[src/rtl/pipelined_divider_seq.sv]
// ---------------------------------------------------------------------------
// pipelined_divider_seq
//
// Iterative unsigned restoring divider, one quotient bit per clock. It is the
// inverse companion of the 4x4 pipelined multiplier: an 8-bit product-width
// dividend is divided by a 4-bit divisor to give an 8-bit quotient and a
// 4-bit remainder.
//
// Ports
//   clk          system clock, all state updates on posedge
//   rst          synchronous reset, active-high, priority over everything
//   start        request, sampled only while busy=0
//   dividend     unsigned dividend, captured on accept
//   divisor      unsigned divisor, captured on accept
//   busy         high while an accepted division is iterating (CALC)
//   done         one-cycle pulse in FIN, result valid
//   quotient     registered quotient (all ones on divide-by-zero)
//   remainder    registered remainder (dividend LSBs on divide-by-zero)
//   div_by_zero  registered flag for the last result
//   o_dbg_state  current FSM state, for debug and checker binding
//
// Handshake: a request is accepted at any posedge where busy=0 and start=1.
// busy is low in IDLE and FIN, so a start held during the FIN cycle is taken
// on the FIN-exit edge with no idle gap. start while busy=1 is ignored and the
// inputs are not re-sampled. done is high for exactly the one FIN cycle; the
// result outputs change only on the edge entering FIN and hold until the
// next FIN.
// ---------------------------------------------------------------------------
module pipelined_divider_seq #(
   parameter int W_DIVIDEND = 8,
   parameter int W_DIVISOR  = 4
) (
   input  logic                  clk,
   input  logic                  rst,
   input  logic                  start,
   input  logic [W_DIVIDEND-1:0] dividend,
   input  logic [W_DIVISOR-1:0]  divisor,
   output logic                  busy,
   output logic                  done,
   output logic [W_DIVIDEND-1:0] quotient,
   output logic [W_DIVISOR-1:0]  remainder,
   output logic                  div_by_zero,
   output logic [1:0]            o_dbg_state
);

   localparam int W_CNT = (W_DIVIDEND > 1) ? $clog2(W_DIVIDEND) : 1;

   typedef enum logic [1:0] {
      IDLE = 2'd0,
      CALC = 2'd1,
      FIN  = 2'd2
   } state_t;

   state_t                  r_state;
   state_t                  w_state_next;

   logic [W_CNT-1:0]        r_cnt;
   logic [W_DIVISOR-1:0]    r_dvs;     // captured divisor
   logic [W_DIVIDEND-1:0]   r_dq;      // dividend bits shift out, quotient bits shift in
   logic [W_DIVISOR-1:0]    r_pr;      // partial remainder held between steps (always < divisor)
   logic [W_DIVIDEND-1:0]   r_quot;
   logic [W_DIVISOR-1:0]    r_rem;
   logic                    r_dz;

   logic                    w_accept;
   logic                    w_last;
   logic [W_DIVISOR:0]      w_shift;   // W_DIVISOR+1 bit working partial remainder
   logic [W_DIVISOR:0]      w_diff;
   logic                    w_neg;
   logic [W_DIVISOR:0]      w_pr_next;
   logic [W_DIVIDEND-1:0]   w_dq_next;

   // ------------------------------------------------------------------------
   // Datapath for one restoring step
   // ------------------------------------------------------------------------
   assign w_accept  = start && (r_state != CALC);
   assign w_last    = (r_cnt == '0);
   assign w_shift   = {r_pr, r_dq[W_DIVIDEND-1]};
   // The shifted value is below 2*divisor, so an unsigned compare is the
   // sign of the trial subtraction and the difference fits W_DIVISOR+1 bits.
   assign w_neg     = (w_shift < {1'b0, r_dvs});
   assign w_diff    = w_shift - {1'b0, r_dvs};
   assign w_pr_next = w_neg ? w_shift : w_diff;
   assign w_dq_next = {r_dq[W_DIVIDEND-2:0], ~w_neg};

   // ------------------------------------------------------------------------
   // FSM: state register
   // ------------------------------------------------------------------------
   always_ff @(posedge clk) begin
      if (rst) begin
         r_state <= IDLE;
      end else begin
         r_state <= w_state_next;
      end
   end

   // ------------------------------------------------------------------------
   // FSM: next state
   // ------------------------------------------------------------------------
   always_comb begin
      w_state_next = r_state;
      case (r_state)
         IDLE: begin
            if (start) begin
               w_state_next = (divisor == '0) ? FIN : CALC;
            end
         end
         CALC: begin
            if (w_last) begin
               w_state_next = FIN;
            end
         end
         FIN: begin
            if (start) begin
               w_state_next = (divisor == '0) ? FIN : CALC;
            end else begin
               w_state_next = IDLE;
            end
         end
         default: w_state_next = IDLE;
      endcase
   end

   // ------------------------------------------------------------------------
   // Working registers and result registers
   // ------------------------------------------------------------------------
   always_ff @(posedge clk) begin
      if (rst) begin
         r_cnt  <= '0;
         r_dvs  <= '0;
         r_dq   <= '0;
         r_pr   <= '0;
         r_quot <= '0;
         r_rem  <= '0;
         r_dz   <= 1'b0;
      end else if (w_accept) begin
         r_dvs <= divisor;
         r_dq  <= dividend;
         r_pr  <= '0;
         r_cnt <= W_CNT'(W_DIVIDEND - 1);
         if (divisor == '0) begin
            // Divide-by-zero skips CALC and publishes immediately.
            r_quot <= '1;
            r_rem  <= dividend[W_DIVISOR-1:0];
            r_dz   <= 1'b1;
         end
      end else if (r_state == CALC) begin
         r_pr  <= W_DIVISOR'(w_pr_next);
         r_dq  <= w_dq_next;
         r_cnt <= r_cnt - 1'b1;
         if (w_last) begin
            r_quot <= w_dq_next;
            r_rem  <= W_DIVISOR'(w_pr_next);
            r_dz   <= 1'b0;
         end
      end
   end

   // Outputs are decoded from registers only.
   assign busy        = (r_state == CALC);
   assign done        = (r_state == FIN);
   assign quotient    = r_quot;
   assign remainder   = r_rem;
   assign div_by_zero = r_dz;
   assign o_dbg_state = r_state;

endmodule
[config.mk]
export PLATFORM = sky130hd
export DESIGN_NAME = pipelined_divider_seq
export DESIGN_NICKNAME = d
export VERILOG_FILES = /design/src/rtl/pipelined_divider_seq.sv
export SDC_FILE = /design/constraint.sdc
export NUM_CORES = 1
export LEC_CHECK = 0
export ABC_AREA = 1
export ABC_CLOCK_PERIOD_IN_PS = 1800
export CAP_MARGIN = 20
export CORE_MARGIN = 1.5
export CORE_UTILIZATION = 51
export CTS_CLUSTER_DIAMETER = 30
export DETAILED_ROUTE_END_ITERATION = 12
export PLACE_DENSITY = 0.79
export SYNTH_ARGS = -nofsm -noshare
export SYNTH_HDL_FRONTEND = slang
export SYNTH_SLANG_ARGS = --single-unit
[constraint.sdc]
create_clock -name clk -period 1.8 [get_ports clk]
set_clock_uncertainty 0.15 [all_clocks]
set_input_delay 0.36 -clock clk [delete_from_list [all_inputs] [get_ports clk]]
set_output_delay 0.36 -clock clk [all_outputs]
set_load 0.02 [all_outputs]
==> reports/qor.csv, run 1 <==
metric;value;unit
path_clk_slew;0.11;ns
port-buffer-count;31;
layout.cells.most_common;nand2_1;
setup_tns;0;ns
grt_usage;0.2401;
critPathRequiredTime;1.90;ns
mostFrequentLayoutCells;nand2_1, inv_1, dfxtp_1;
p_leak;1.108;nW
clock.fmax;591.9;MHz
power_density;958.7;mW/mm²
min_path_cells;2;
fin_crit_sh;0.9386;
hold_start;r_pr[3];
worstSetupStartpointType;register;
yosys.area.top_type;dfxtp_1;
reg2regPathDepth;9;
cts_sinks;34;
critPathMaxStageDelay;0.38;ns
drt_iter0_drc;82;
h-tree-depth;2;
synth_top_area_share;0.4118;
die_w;59.93;µm
ir_worst_vdd;0.9737;mV
grt_antenna_before_repair;0;
setup-violations-final;0;
drive_above_1_share;0.1577;
drc;0;
ios;32;
area.growth.synth_to_final;33.91;%
critPathMaxFanout;2;
yosysSeqAreaShare;0.4118;
place_congestion;0.8686;
power;2.122;mW
synthCells;229;
cp_top_family;adder cells;
place_ws;-0.1096;ns
synth.distinct_cells;25;
numCtsBuffers;5;
detail_route.wirelength;3868;µm
fin_util;0.7191;
cp.arrival;1.79;ns
clockBufferDepth;2;
clk-insertion-delay-late;0.34;ns
min_to;r_pr[3];
viasPerCell;5.019;
cts_tree;built;
synth.area.top_cells;dfxtp_1, nand2_1, inv_1;
ant_nets;0;
avgSynthCellArea;7.218;µm²
synth_seq_cells;34;
finalHoldViolCount;0;
place_inst;314;
fin_nets;300;
yosysWarningCount;0;
worstReg2RegEnd;r_pr[2];
rsz0062_at_grt;yes;
cp-end-kind;register;
worstSetupPathType;register to register;
grt_pass1_vias;1549;
vias;1621;
antenna_cells;0;
worst_slack;0.1105;ns
clockRootBuffer;clkbuf_4;
initial_utilization;0.5370;
grt_max_degree;17;
worst_path_most_repeated_cell;inv_1;
fillers;266;
slew_headroom;0.8414;
worst_pin_slew;0.2377;ns
status;complete, no violations;
dieArea;0.003592;mm²
cp_cell_sequence;inv_1 > ha_1 > inv_1 > fa_1 > xor2_1 > nand2_1 > nand2_1 > o21ai_1 > inv_1;
netlist_area;0.001653;mm²
rows;20;
hold_path_class;register to register;
r2r_setup_slack;0.11;ns
grt_overflow;0;
slew_viol_final;0;
synthesis.nets;251;
wire_per_inst;11.98;µm
fin_cells;323;
design.core.area;0.003078;mm²
dr.pass1.iters;4;
path_buf_inv;3;
die_h;59.93;µm
dp_hpwl;2769;µm
reg2reg_from;r_dq[7];
period_minus_slack;1.690;ns
grt_pass1_wl;6465;µm
cp_slowest_cell;fa_1;
drv_cap;0;
cts.hold.buffers_added;0;
[cell usage after synthesis, drive strengths merged]
cell     count
a21oi       19
fa           1
buf          3
nor3         6
dfxtp       34
a2bb2oi      1
a31oi        2
o21ai       26
nor2        28
nand4        2
nand3       12
ha           6
xor2         1
a221oi       1
nand2       45
clkinv       1
clkbuf       4
inv         37
[stage by stage]
stage / area [µm²] / hold WS, ns
floorplan: 1653 / 0.2936
global placement: 2110 / 0.3121
detailed placement: 2110 / 0.3168
CTS: 2195 / 0.3333
global route: 2213 / 0.3602
finish: 2213 / 0.3292
[worst max path at each step]
| stage | start | to | slack [ns] | cells past startpoint |
|---|---|---|---|---|
| final | r_dq[7] | r_pr[2] | 0.11 | 9 |
| after global routing | r_dq[7] | r_pr[1] | -0.009 | 10 |
| after CTS | o_dbg_state[0] | busy | 0.02 | 3 |
| after detailed placement | divisor[0] | quotient[7] | -0.11 | 9 |
| after global placement | divisor[0] | quotient[7] | -0.07 | 9 |
| after floorplan | r_dvs[2] | r_pr[2] | 0.24 | 10 |
[flip-flops by register name, indices dropped and copies added, names as in the netlist]
signal and flops:
div_by_zero 1, o_dbg_state 2, quotient 8, r_cnt 3, r_dq 8, r_dvs 4, r_pr 4, remainder 4
[cell type report]
type	count	area, µm²	area share
inverter	38	143.9	0.06501
timing repair buffer	49	429.2	0.1939
sequential	34	683.2	0.3086
clock inverter	3	68.82	0.03109
multi-input combinational	150	795.8	0.3595
clock buffer	5	37.54	0.01696
tap	44	55.05	0.02487
[worst reg2reg max path, cell delays in order (launching register included)]
cell,delay [ns]
dfxtp_2,0.34
inv_1,0.08
ha_1,0.14
inv_1,0.06
fa_1,0.38
xor2_1,0.15
nand2_1,0.06
nand2_1,0.08
o21ai_1,0.12
inv_1,0.04
[timing repair]
item	4_1_cts	5_1_grt
gates cloned	0	0
pin swaps	0	1
endpoints found under the setup margin	17	10
buffers inserted	0	1
resized for setup	17	11
[routing by layer]
metal / wire length, µm / global-route usage / part of all wire / vias to the layer above
li1: - / - / - / 833
met1: 1797 / 0.3088 / 0.46 / 739
met2: 1824 / 0.3727 / 0.47 / 44
met3: 214 / 0.07359 / 0.055 / 5
met4: 32 / 0.09841 / 0.0083 / 0
met5: 0 / 0 / 0 / -
[cells by family after synthesis]
logic type,synth area share
AND/OR/NAND/NOR,0.2544
AO/OA/AOI/OAI,0.1544
buffers and inverters,0.1166
flip-flops,0.4118
adder cells (fa/ha/maj),0.05753
XOR/XNOR,0.005300
[report_power, final]
group	switching (mW)	internal [mW]	total, mW
Sequential	0.0376	0.823	0.861
Combinational	0.325	0.222	0.548
Clock	0.279	0.434	0.713
Total	0.642	1.48	2.12
Note: power is estimated with default switching activity, not from simulation.
==> inputs of run 2 (changes only) <==
REMOVE_ABC_BUFFERS = 1   (was not set)
==> reports/qor.csv, run 2 (same netlist as run 1, synthesis figures left out) <==
metric;value;unit;change
grt_pass1_wl;6513;µm;+0.74%
reg2regPathDepth;9;;unchanged
fin_crit_sh;0.9413;;+0.002649
hold_path_class;register to register;;
critPathMaxFanout;3;;+1
wire_per_inst;11.70;µm;-2.3%
viasPerCell;4.859;;-3.2%
initial_utilization;0.5370;;unchanged
period_minus_slack;1.694;ns;+0.004768 ns
fin_area;0.002206;mm²;-0.34%
drt_iter0_drc;75;;-8.5%
layout.cells.most_common;nand2_1;;
critPathRequiredTime;1.29;ns;-0.61 ns
place_congestion;0.8002;;-7.9%
seqPwrFrac;0.462;;+0.056
finalHoldViolCount;0;;unchanged
grt_overflow;0;;unchanged
min_to;r_pr[3];;
worstSetupStartpointType;register;;
place_area;0.002140;mm²;+1.4%
path_clk_slew;0.11;ns;about the same
vias;1584;;-2.3%
design.core.area;0.003078;mm²;unchanged
r2r_setup_slack;0.13;ns;+0.02 ns
ios;32;;unchanged
slew_headroom;0.7701;;-0.07126
p_leak;1.151;nW;+3.9%
power;1.863;mW;-12%
power_density;844.4;mW/mm²;-12%
dieArea;0.003592;mm²;unchanged
clk-insertion-delay-late;0.34;ns;about the same
cts_sinks;34;;unchanged
grt_usage;0.2394;;-0.0007004
numCtsBuffers;5;;unchanged
clockRootBuffer;clkbuf_4;;
drv_cap;0;;unchanged
die_h;59.93;µm;unchanged
cts_tree;built;;
worst_pin_slew;0.3445;ns;+0.1068 ns
drc;0;;unchanged
slew_viol_final;0;;unchanged
power.switching;0.6211;mW;-3.2%
dr.pass1.iters;4;;unchanged
cp-end-kind;primary output;;
drive_above_1_share;0.1489;;-0.008770
grt_pass1_vias;1535;;-0.90%
power_frac_comb;0.292;;+0.034
postCtsSetupRepairBufs;0;;unchanged
die_w;59.93;µm;unchanged
rows;20;;unchanged
place_ws;-0.1050;ns;+0.004609 ns
worstSetupPathType;register to primary output;;
dp_hpwl;2844;µm;+2.7%
worst_slack;0.1057;ns;-0.004768 ns
rsz0062_at_grt;no;;
ant_nets;0;;unchanged
ir_worst_vdd;0.5570;mV;-43%
area.growth.synth_to_final;33.46;%;
grt_antenna_before_repair;0;;unchanged
reg2reg_from;r_dq[7];;
intPower;1.241;mW;-16%
antenna_cells;0;;unchanged
detail_route.wirelength;3815;µm;-1.4%
clock_power_share;0.245;;-0.091
h-tree-depth;2;;unchanged
setup_tns;0;ns;unchanged
status;complete, no violations;;
cp.arrival;1.18;ns;-0.61 ns
clockBufferDepth;2;;unchanged
port-buffer-count;31;;unchanged
switching_share;0.3335;;+0.03095
hold_start;r_pr[3];;
grt_max_degree;16;;-1
fillers;281;;+5.6%
setup-violations-final;0;;unchanged
mostFrequentLayoutCells;nand2_1, inv_1, dfxtp_1;;
clock.fmax;590.2;MHz;-0.28%
fin_nets;303;;+1.0%
min_path_cells;2;;unchanged
worstReg2RegEnd;remainder[2];;
-- run 2: area by class of cell --
cell class / instances / area (µm²) / share of cell area
clock buffers: 6 / 51.30 / 0.02326
repair buffers: 52 / 475.5 / 0.2155
flip-flops and latches: 34 / 683.2 / 0.3097
clock inverters: 2 / 12.51 / 0.005672
inverters: 38 / 143.9 / 0.06523
well taps: 44 / 55.05 / 0.02496
multi-input cells: 150 / 784.5 / 0.3556
-- run 2: power by group through the flow --
stage,clock [mW],sequential [mW],combinational (mW)
2_1_floorplan,0,0.911,0.284
3_3_place_gp,0,0.877,0.548
3_5_place_dp,0,0.879,0.557
4_1_cts,0.463,0.861,0.544
5_1_grt,0.497,0.870,0.609
6_report,0.457,0.861,0.544
-- run 2: worst max-delay path by stage --
stage,depth (start not counted),start,to
floorplan,8,o_dbg_state[0],remainder[2]
global placement,9,divisor[0],quotient[7]
detailed placement,9,divisor[3],quotient[7]
CTS,1,quotient[2],quotient[2]
global route,10,r_dq[7],r_pr[1]
finish,3,o_dbg_state[1],done
-- run 2: per-stage QoR --
step	hold slack [ns]	std cells	utilization
2_1_floorplan	0.2791	222	-
3_3_place_gp	0.3107	318	0.6951
3_5_place_dp	0.3092	318	0.6951
4_1_cts	0.3269	326	0.7106
5_1_grt	0.3754	326	0.7167
6_report	0.3237	326	0.7167
-- run 2: what timing repair did --
| action | in CTS | in global routing |
|---|---|---|
| hold buffers | 0 | 0 |
| endpoints found under the setup margin | 13 | 13 |
| gates resized for setup | 13 | 9 |
-- run 2: critical path: stages (launching register included) --
cell,delay (ns)
dfxtp_2,0.39
inv_2,0.05
nor2_1,0.08
dlygate4sd2_1,0.33
-- run 2: layer usage --
layer,GRT usage,vias to the layer above,part of all wire
li1,-,833,-
met1,0.2992,713,0.46
met2,0.4146,34,0.49
met3,0.06061,4,0.048
met4,0.05079,0,0.0060
met5,0,-,0
